`config.mk`:
```
export PLATFORM = sky130hd
export DESIGN_NAME = temporal_cmp_bank
export DESIGN_NICKNAME = d
export VERILOG_FILES = /design/src/rtl/temporal_cmp_bank.sv
export SDC_FILE = /design/constraint.sdc
export NUM_CORES = 1
export LEC_CHECK = 0
export BUFFER_PORTS_ARGS = -buffer_cell sky130_fd_sc_hd__buf_2
export CAP_MARGIN = 0
export CORE_MARGIN = 2
export CORE_UTILIZATION = 38
export DETAILED_ROUTE_END_ITERATION = 12
export PLACE_DENSITY = 0.6
export SLEW_MARGIN = 20
export SYNTH_ARGS = -nofsm -noshare
export SYNTH_HDL_FRONTEND = slang
export SYNTH_SLANG_ARGS = --single-unit
```
`constraint.sdc`:
```
create_clock -name aclk -period 7.6 [get_ports aclk]
set_clock_uncertainty 0.05 [all_clocks]
set_input_delay 0.38 -clock aclk [delete_from_list [all_inputs] [get_ports aclk]]
set_output_delay 0.38 -clock aclk [all_outputs]
set_load 0.01 [all_outputs]
```
`src/rtl/temporal_cmp_bank.sv`:
```
// temporal_cmp_bank: multi-channel race-logic comparator (GE/LT/MIN/MAX) with timestamped fixed-width pulses
module temporal_cmp_bank #(
  parameter int N_CH              = 4,
  parameter int GAMMA_CYCLE_WIDTH = 16,
  parameter int PULSE_WIDTH       = 8
) (
  input  logic                              aclk,
  input  logic                              grst,
  input  logic                              gamma_start_i,
  input  logic [2*N_CH-1:0]                 mode_i,
  input  logic [N_CH-1:0]                   a_i,
  input  logic [N_CH-1:0]                   b_i,
  output logic [N_CH-1:0]                   q_o,
  output logic [N_CH-1:0]                   q_valid_o,
  output logic [N_CH*GAMMA_CYCLE_WIDTH-1:0] t_q_o
);
  localparam int W  = GAMMA_CYCLE_WIDTH;
  localparam int CW = $clog2(PULSE_WIDTH + 1);
  localparam logic [1:0] M_GE = 2'b00, M_LT = 2'b01, M_MIN = 2'b10, M_MAX = 2'b11;
  typedef enum logic [2:0] {IDLE, ARMED, HALF, PULSE, DONE} state_t;
  logic [W-1:0] tnow_q;
  always_ff @(posedge aclk or posedge grst)
    if (grst) tnow_q <= '0;
    else if (gamma_start_i) tnow_q <= '0;
    else if (tnow_q != '1) tnow_q <= tnow_q + 1'b1;
  for (genvar i = 0; i < N_CH; i++) begin : g_ch
    state_t         st_q, st_d;
    logic [1:0]     md_q, md_d;
    logic           af_q, af_d;
    logic [CW-1:0]  cnt_q, cnt_d;
    logic           q_q, q_d, qv_q, qv_d, fire, hold;
    logic [W-1:0]   tq_q, tq_d;
    always_comb begin
      st_d  = st_q;
      md_d  = md_q;
      af_d  = af_q;
      cnt_d = cnt_q;
      q_d   = q_q;
      qv_d  = 1'b0;
      tq_d  = tq_q;
      fire  = 1'b0;
      hold  = 1'b0;
      if (gamma_start_i) begin
        st_d  = ARMED;
        md_d  = mode_i[2*i +: 2];
        af_d  = 1'b0;
        cnt_d = '0;
        q_d   = 1'b0;
        tq_d  = '0;
      end else begin
        case (st_q)
          ARMED: if (a_i[i] || b_i[i]) begin
            fire = md_q == M_MIN ? 1'b1 :
                   md_q == M_LT  ? a_i[i] && !b_i[i] : a_i[i] && b_i[i];
            // a single arrival is only worth waiting on when the other input can still fire it
            hold = (md_q == M_MAX && a_i[i] != b_i[i]) || (md_q == M_GE && b_i[i] && !a_i[i]);
            st_d = fire ? PULSE : hold ? HALF : DONE;
            af_d = a_i[i];
          end
          HALF: if (af_q ? b_i[i] : a_i[i]) begin
            fire = 1'b1;
            st_d = PULSE;
          end
          PULSE: if (cnt_q == CW'(PULSE_WIDTH - 1)) begin
            q_d  = 1'b0;
            st_d = DONE;
          end else cnt_d = cnt_q + 1'b1;
          default: ;
        endcase
        if (fire) begin
          q_d   = 1'b1;
          qv_d  = 1'b1;
          tq_d  = tnow_q;
          cnt_d = '0;
        end
      end
    end
    always_ff @(posedge aclk or posedge grst)
      if (grst) begin
        st_q  <= IDLE;
        md_q  <= M_GE;
        af_q  <= 1'b0;
        cnt_q <= '0;
        q_q   <= 1'b0;
        qv_q  <= 1'b0;
        tq_q  <= '0;
      end else begin
        st_q  <= st_d;
        md_q  <= md_d;
        af_q  <= af_d;
        cnt_q <= cnt_d;
        q_q   <= q_d;
        qv_q  <= qv_d;
        tq_q  <= tq_d;
      end
    assign q_o[i]            = q_q;
    assign q_valid_o[i]      = qv_q;
    assign t_q_o[i*W +: W]   = tq_q;
  end
endmodule
```
==> flow_metrics.tcl, run 1 <==
set metrics [dict create \
    synthMuxAreaShare_pct 12.6 \
    grt_pass1_vias 5641 \
    drc 0 \
    num_rows 50 \
    area_growth_pct 14.5 \
    synth_edf_count 0 \
    dp.cells 1007 \
    ys.flop_type "dfrtp_1" \
    antenna_found_initial 0 \
    clk_latency_ns 0.42 \
    post-place-ws_ns 4.85 \
    slowest_delay_ns 0.91 \
    path_clk_slew_ns 0.06 \
    ir_worst_vdd_mv 0.146 \
    grt_pass1_wl_mm 30.5 \
    gr-total-overflow 0 \
    status "completed" \
    routed_wl_mm 18.6 \
    cts.sinks 128 \
    slew_violations 0 \
    rsz0062_at_grt "no" \
    crit_type "flop to flop" \
    setup_tns_ns 0 \
    firstDrtPassIters 5 \
    cts_setup_buffers 0 \
    drtIter0Drc 364 \
    synth_area_um2 7210 \
    slew_headroom_pct 24.2 \
    dpl.hpwl_mm 12.1 \
    synth_cells 730 \
    antenna_cells 0 \
    synth_compound_area_share_pct 13.2 \
    hold_class "input pin to asynchronous set/reset pin" \
    vias 5778 \
    grt_usage_pct 19.2 \
    ctsRootBufferMaster "clkbuf_16" \
    rrSetupSlack_ns 5.28 \
    dieArea_um2 20100 \
    cellPowerDensity_nw_per_um2 263 \
    yosys.area.top_type "dfrtp_1" \
    cp_cell_sequence "mux2_2 > a22oi_2 > a311o_1 > mux2i_1" \
    period_share_pct 30.6 \
    start_util_pct 38.7 \
    max_freq_mhz 431 \
    fin_cells 1039 \
    p_leak_nw 3.80 \
    hold_viol_final 0 \
    r2r_cells 4 \
    drive_gt1_share_pct 23.4 \
    die_height_um 142 \
    port_buffers 90 \
    synth_common_cells "dfrtp_1, nand2_1, mux2i_1" \
    die_w_um 142 \
    end_kind "flop" \
    timing.hold.ws_ns 0.0547 \
    wire_per_inst_um 17.9 \
    synth.distinct_cells 63 \
    synthXorXnorAreaFrac_pct 1.09 \
    fin_ws_ns 5.28 \
    synthAdderAreaFrac_pct 1.56 \
    htree_levels 4 \
    ant_nets 0 \
    worstMarginPinSlew_ns 1.14 \
    cts_tree "yes" \
    async_flop_share_pct 100 \
    critPathRequiredTime_ns 7.87 \
    cts_inserted_buffers 17 \
    synth_top_family_by_area "simple AND/OR/NAND/NOR gates" \
    finalSetupViolCount 0 \
    synth_seq_cells 128 \
    rr_startpoint "g_ch[0].af_q" \
    coreArea_um2 18600 \
    arrival_ns 2.59 \
    viasPerCell 5.56 \
    maxCapViolCount 0 \
    clock_path_buffers 2 \
    grt_start_max_net_pins 66 \
    yosys.area_share.simple_pct 21.4 \
    power_w 0.00217 \
    synth.area.top_cells "dfrtp_1, mux2_2, mux2i_1" \
    gp_congestion 0.764 \
    syn_avg_cell_area_um2 9.88 \
    r2r-end "g_ch[0].tq_q[14]" \
    cp_slowest_cell "a311o_1" \
    worstSetupStartpoint "g_ch[0].af_q" \
    cp_top_family "compound AO/OA/AOI/OAI gates" \
    synth_nets 758 \
    cp.buffers_inverters 0 \
    critPathLaunchType "flop" \
    cts_resized 0 \
    io_pins 91 \
    period_needed_ns 2.32 \
    post_cts_hold_buffer_count 0 \
    synth_most_common_cell "dfrtp_1" \
    nets 820 \
    critPathMaxFanout 15 \
    ys_warn_count 0 \
    synth_top_area_share_pct 44.4 \
    synth_seq_area_share_pct 44.4 \
]
cell families (layout without fill, tap and decap cells):
group,count (synthesis),after routing
mux,86,86
compound gates,132,132
fa+ha+maj,9,9
xor+xnor,9,9
simple gates,291,291
buf+inv,75,150
flops,128,128
metal layers:
layer / share of wire [%] / up-vias / track usage (%)
li1: - / 2798 / -
met5: 0 / - / 0
met4: 1.2 / 0 / 4.53
met1: 48 / 2832 / 27.1
met3: 5.0 / 14 / 4.29
met2: 46 / 134 / 30.4
state kept, by name, indices dropped and copies added (netlist names):
name and flops:
g_ch.af_q 4, g_ch.cnt_q 16, g_ch.md_q 8, g_ch.q_q 4, g_ch.qv_q 4, g_ch.st_q 12
g_ch.tq_q 64, tnow_q 16
cell type report:
cell class	count	area [um^2]
clock inverter	12	113
multi-input combinational	527	3600
sequential	128	3200
inverter	19	73.8
timing repair buffer	99	518
fill	1805	10400
clock buffer	20	457
tap	234	293
through the flow:
step / area [um^2] / utilization (%)
6_report: 8260 / 44.3
5_1_grt: 8260 / 44.3
4_1_cts: 8260 / 44.3
3_5_place_dp: 7690 / 41.2
3_3_place_gp: 7690 / 41.2
2_1_floorplan: 7210 / -
worst max path at each step:
stage	endpoint	depth (start not counted)
finish	g_ch[0].tq_q[14]	4
detailed placement	g_ch[2].tq_q[2]	5
CTS	g_ch[0].tq_q[14]	4
global placement	g_ch[2].tq_q[2]	5
floorplan	g_ch[0].af_q	1
global route	g_ch[2].tq_q[4]	5
power by group:
group | internal (W) | switching, W | total [W]
Sequential | 0.000749 | 0.0000806 | 0.000829
Clock | 0.000468 | 0.000319 | 0.000787
Combinational | 0.000210 | 0.000346 | 0.000556
cells in the final DEF (no fill, tap or decap), drive strengths merged, types with 19 or more instances in the layout:
cell type | synthesis | routed
inv | 18 | 19
mux2i | 45 | 45
a21oi | 31 | 31
o311ai | 31 | 31
nor2b | 35 | 35
mux2 | 41 | 41
nand4 | 38 | 38
clkbuf | 23 | 20
nand2 | 104 | 104
nor2 | 24 | 24
dfrtp | 128 | 128
buf | 33 | 99
o21ai | 29 | 29
Note: power is estimated with default switching activity, not from simulation.
==> run 2, diff against run 1 <==
==> constraint.sdc (replaced) <==
create_clock -name aclk -period 2.37 [get_ports aclk]
set_clock_uncertainty 0.05 [all_clocks]
set_input_delay 0.1185 -clock aclk [delete_from_list [all_inputs] [get_ports aclk]]
set_output_delay 0.1185 -clock aclk [all_outputs]
set_load 0.01 [all_outputs]
==> run 2 against run 1 <==
Net effect:
- clock power grew to 3.4 times the previous value
- design area grew 3.8%
- non-clock buffer count increased by 28
- first-iteration DRC count up 24%
- worst setup slack worse by 5.1 ns
- global-route usage fell by 0.23 points
- final cell count is 2.4% higher
- combinational power grew to 3.4 times the previous value
- wire length fell by 1.9%
- utilization increased by 1.7 points
- sequential cell count did not move
- register-to-register slack worse by 4.9 ns
- critical endpoint is now g_ch[3].tq_q[3]
==> flow_metrics.tcl, run 2 (synthesis results as in run 1) <==
set metrics [dict create \
    status "completed" \
    dpl.hpwl_mm 11.9 \
    seq_power_share_pct 36.9 \
    cellPowerDensity_nw_per_um2 837 \
    cts_setup_buffers 0 \
    firstDrtPassIters 5 \
    io_pins 91 \
    register_area_um2 3200 \
    n_fill_cell 1797 \
    ant_nets 0 \
    slew_violations 0 \
    critPathLaunchType "input pin" \
    hold_viol_final 0 \
    grt_pass1_vias 5767 \
    ctsRootBufferMaster "clkbuf_16" \
    setup_tns_ns 0 \
    whs_path_depth 3 \
    cp_cell_sequence "dlygate4sd3_1 > buf_2 > inv_1 > ha_1 > or4b_1 > buf_4 > nand2_1 > mux2_2 > o311ai_1" \
    cts_tree "yes" \
    placed_area_um2 7850 \
    slowest_delay_ns 0.74 \
    r2r-end "g_ch[3].tq_q[3]" \
    period_share_pct 91.2 \
    end_kind "flop" \
    drtIter0Drc 453 \
    routed_wl_mm 18.3 \
    num_rows 50 \
    grt_pass1_wl_mm 30.1 \
    grt_start_max_net_pins 86 \
    rsz0062_at_grt "no" \
    maxCapViolCount 0 \
    nets 848 \
    clk_latency_ns 0.43 \
    regMostFlops "g_ch.tq_q" \
    cp_slowest_cell "or4b_1" \
    dieArea_um2 20100 \
    coreArea_um2 18600 \
    port_buffers 90 \
    dp.cells 1022 \
    post-place-ws_ns 0.333 \
    clock_path_buffers 2 \
    pwr-share-comb_pct 26.1 \
    grt_usage_pct 19.0 \
    drive_gt1_share_pct 24.0 \
    rr_startpoint "g_ch[3].st_q[2]" \
    antenna_found_initial 0 \
    fin_cells 1064 \
    gp_congestion 0.779 \
    finalSetupViolCount 0 \
    worstMarginPinSlew_ns 0.724 \
    holdPathEnd "g_ch[3].st_q[0]" \
    final_cell_mix "dfrtp_1, nand2_1, buf_2, mux2i_1, mux2_2" \
    p_int_w 0.00485 \
    rrSetupSlack_ns 0.33 \
    path_clk_slew_ns 0.06 \
    htree_levels 4 \
    max_freq_mhz 463 \
    design_area_um2 8570 \
    hp-start "gamma_start_i" \
    start_util_pct 38.7 \
    multiInputGateArea_um2 3600 \
    critPathRequiredTime_ns 2.61 \
    p_leak_nw 3.96 \
    die_height_um 142 \
    cp.buffers_inverters 4 \
    r2r_cells 5 \
    ir_worst_vdd_mv 0.524 \
    largest_register_ffs 64 \
    cp_top_family "buffers and inverters" \
    hold_class "input pin to flop" \
    area_growth_pct 18.9 \
    switching_power_w 0.00232 \
    drc 0 \
    fin_ws_ns 0.208 \
    mostFrequentLayoutCell "dfrtp_1" \
    cts_inserted_buffers 17 \
    period_needed_ns 2.16 \
    gr-total-overflow 0 \
    crit_type "input pin to flop" \
    reg_top3 "g_ch.tq_q: 64 flops, g_ch.cnt_q: 16 flops, tnow_q: 16 flops" \
    viasPerCell 5.55 \
    arrival_ns 2.40 \
    vias 5901 \
    critPathMaxFanout 15 \
    p_clk_share_pct 37.1 \
    cts.sinks 128 \
    sw_frac_of_total_pct 32.3 \
    timing.hold.ws_ns 0.145 \
    antenna_cells 0 \
    die_w_um 142 \
    wire_per_inst_um 17.2 \
    slew_headroom_pct 51.0 \
]
run 2: repair_timing:
item                                   in CTS  in global routing
endpoints found under the hold margin      37                  0
resized for setup                           0                  0
setup endpoints to repair                   0                  0
hold buffers                               13                  0
run 2: worst max-delay path by stage:
stage | start | to | slack [ns] | depth (start not counted)
CTS | a_i[3] | g_ch[3].tq_q[3] | 0.23 | 9
global route | a_i[3] | g_ch[3].tq_q[0] | 0.1 | 9
detailed placement | a_i[3] | g_ch[3].tq_q[3] | 0.33 | 8
finish | a_i[3] | g_ch[3].tq_q[3] | 0.21 | 9
floorplan | tnow_q[0] | tnow_q[13] | 0.60 | 6
global placement | a_i[3] | g_ch[3].tq_q[3] | 0.34 | 8
run 2: final cells by class:
| type | count | area share [%] |
|---|---|---|
| clock inverters | 5 | 0.905 |
| clock buffers | 24 | 5.97 |
| well taps | 234 | 3.42 |
| multi-input cells | 527 | 42.0 |
| repair buffers | 127 | 9.46 |
| flip-flops and latches | 128 | 37.4 |
| inverters | 19 | 0.876 |
run 2: metal layers:
metal,routed length [um],up-vias,share of wire (%),GRT usage [%]
met4,405,0,2.2,8.16
met1,8700,2877,48,26.0
met3,943,30,5.2,4.72
li1,-,2854,-,-
met2,8200,140,45,28.7
met5,0,-,0,0
run 2: worst min-delay path: cells and delay by family:
| kind | cells | cell delay [ns] |
|---|---|---|
| AND/OR/NAND/NOR | 1 | 0.13 |
| buffers and inverters | 2 | 0.33 |
run 2: power by group through the flow:
stage / Clock (W) / Sequential (W) / Combinational (W)
after floorplan: 0 / 0.00262 / 0.00154
after global placement: 0 / 0.00268 / 0.00185
after detailed placement: 0 / 0.00267 / 0.00186
after CTS: 0.00271 / 0.00264 / 0.00188
after global routing: 0.00280 / 0.00269 / 0.00208
final: 0.00266 / 0.00264 / 0.00187
run 2: through the flow:
stage | utilization [%] | total power [W]
after floorplan | - | 0.00416
after global placement | 42.1 | 0.00452
after detailed placement | 42.1 | 0.00453
after CTS | 46.0 | 0.00723
after global routing | 46.0 | 0.00756
final | 46.0 | 0.00717
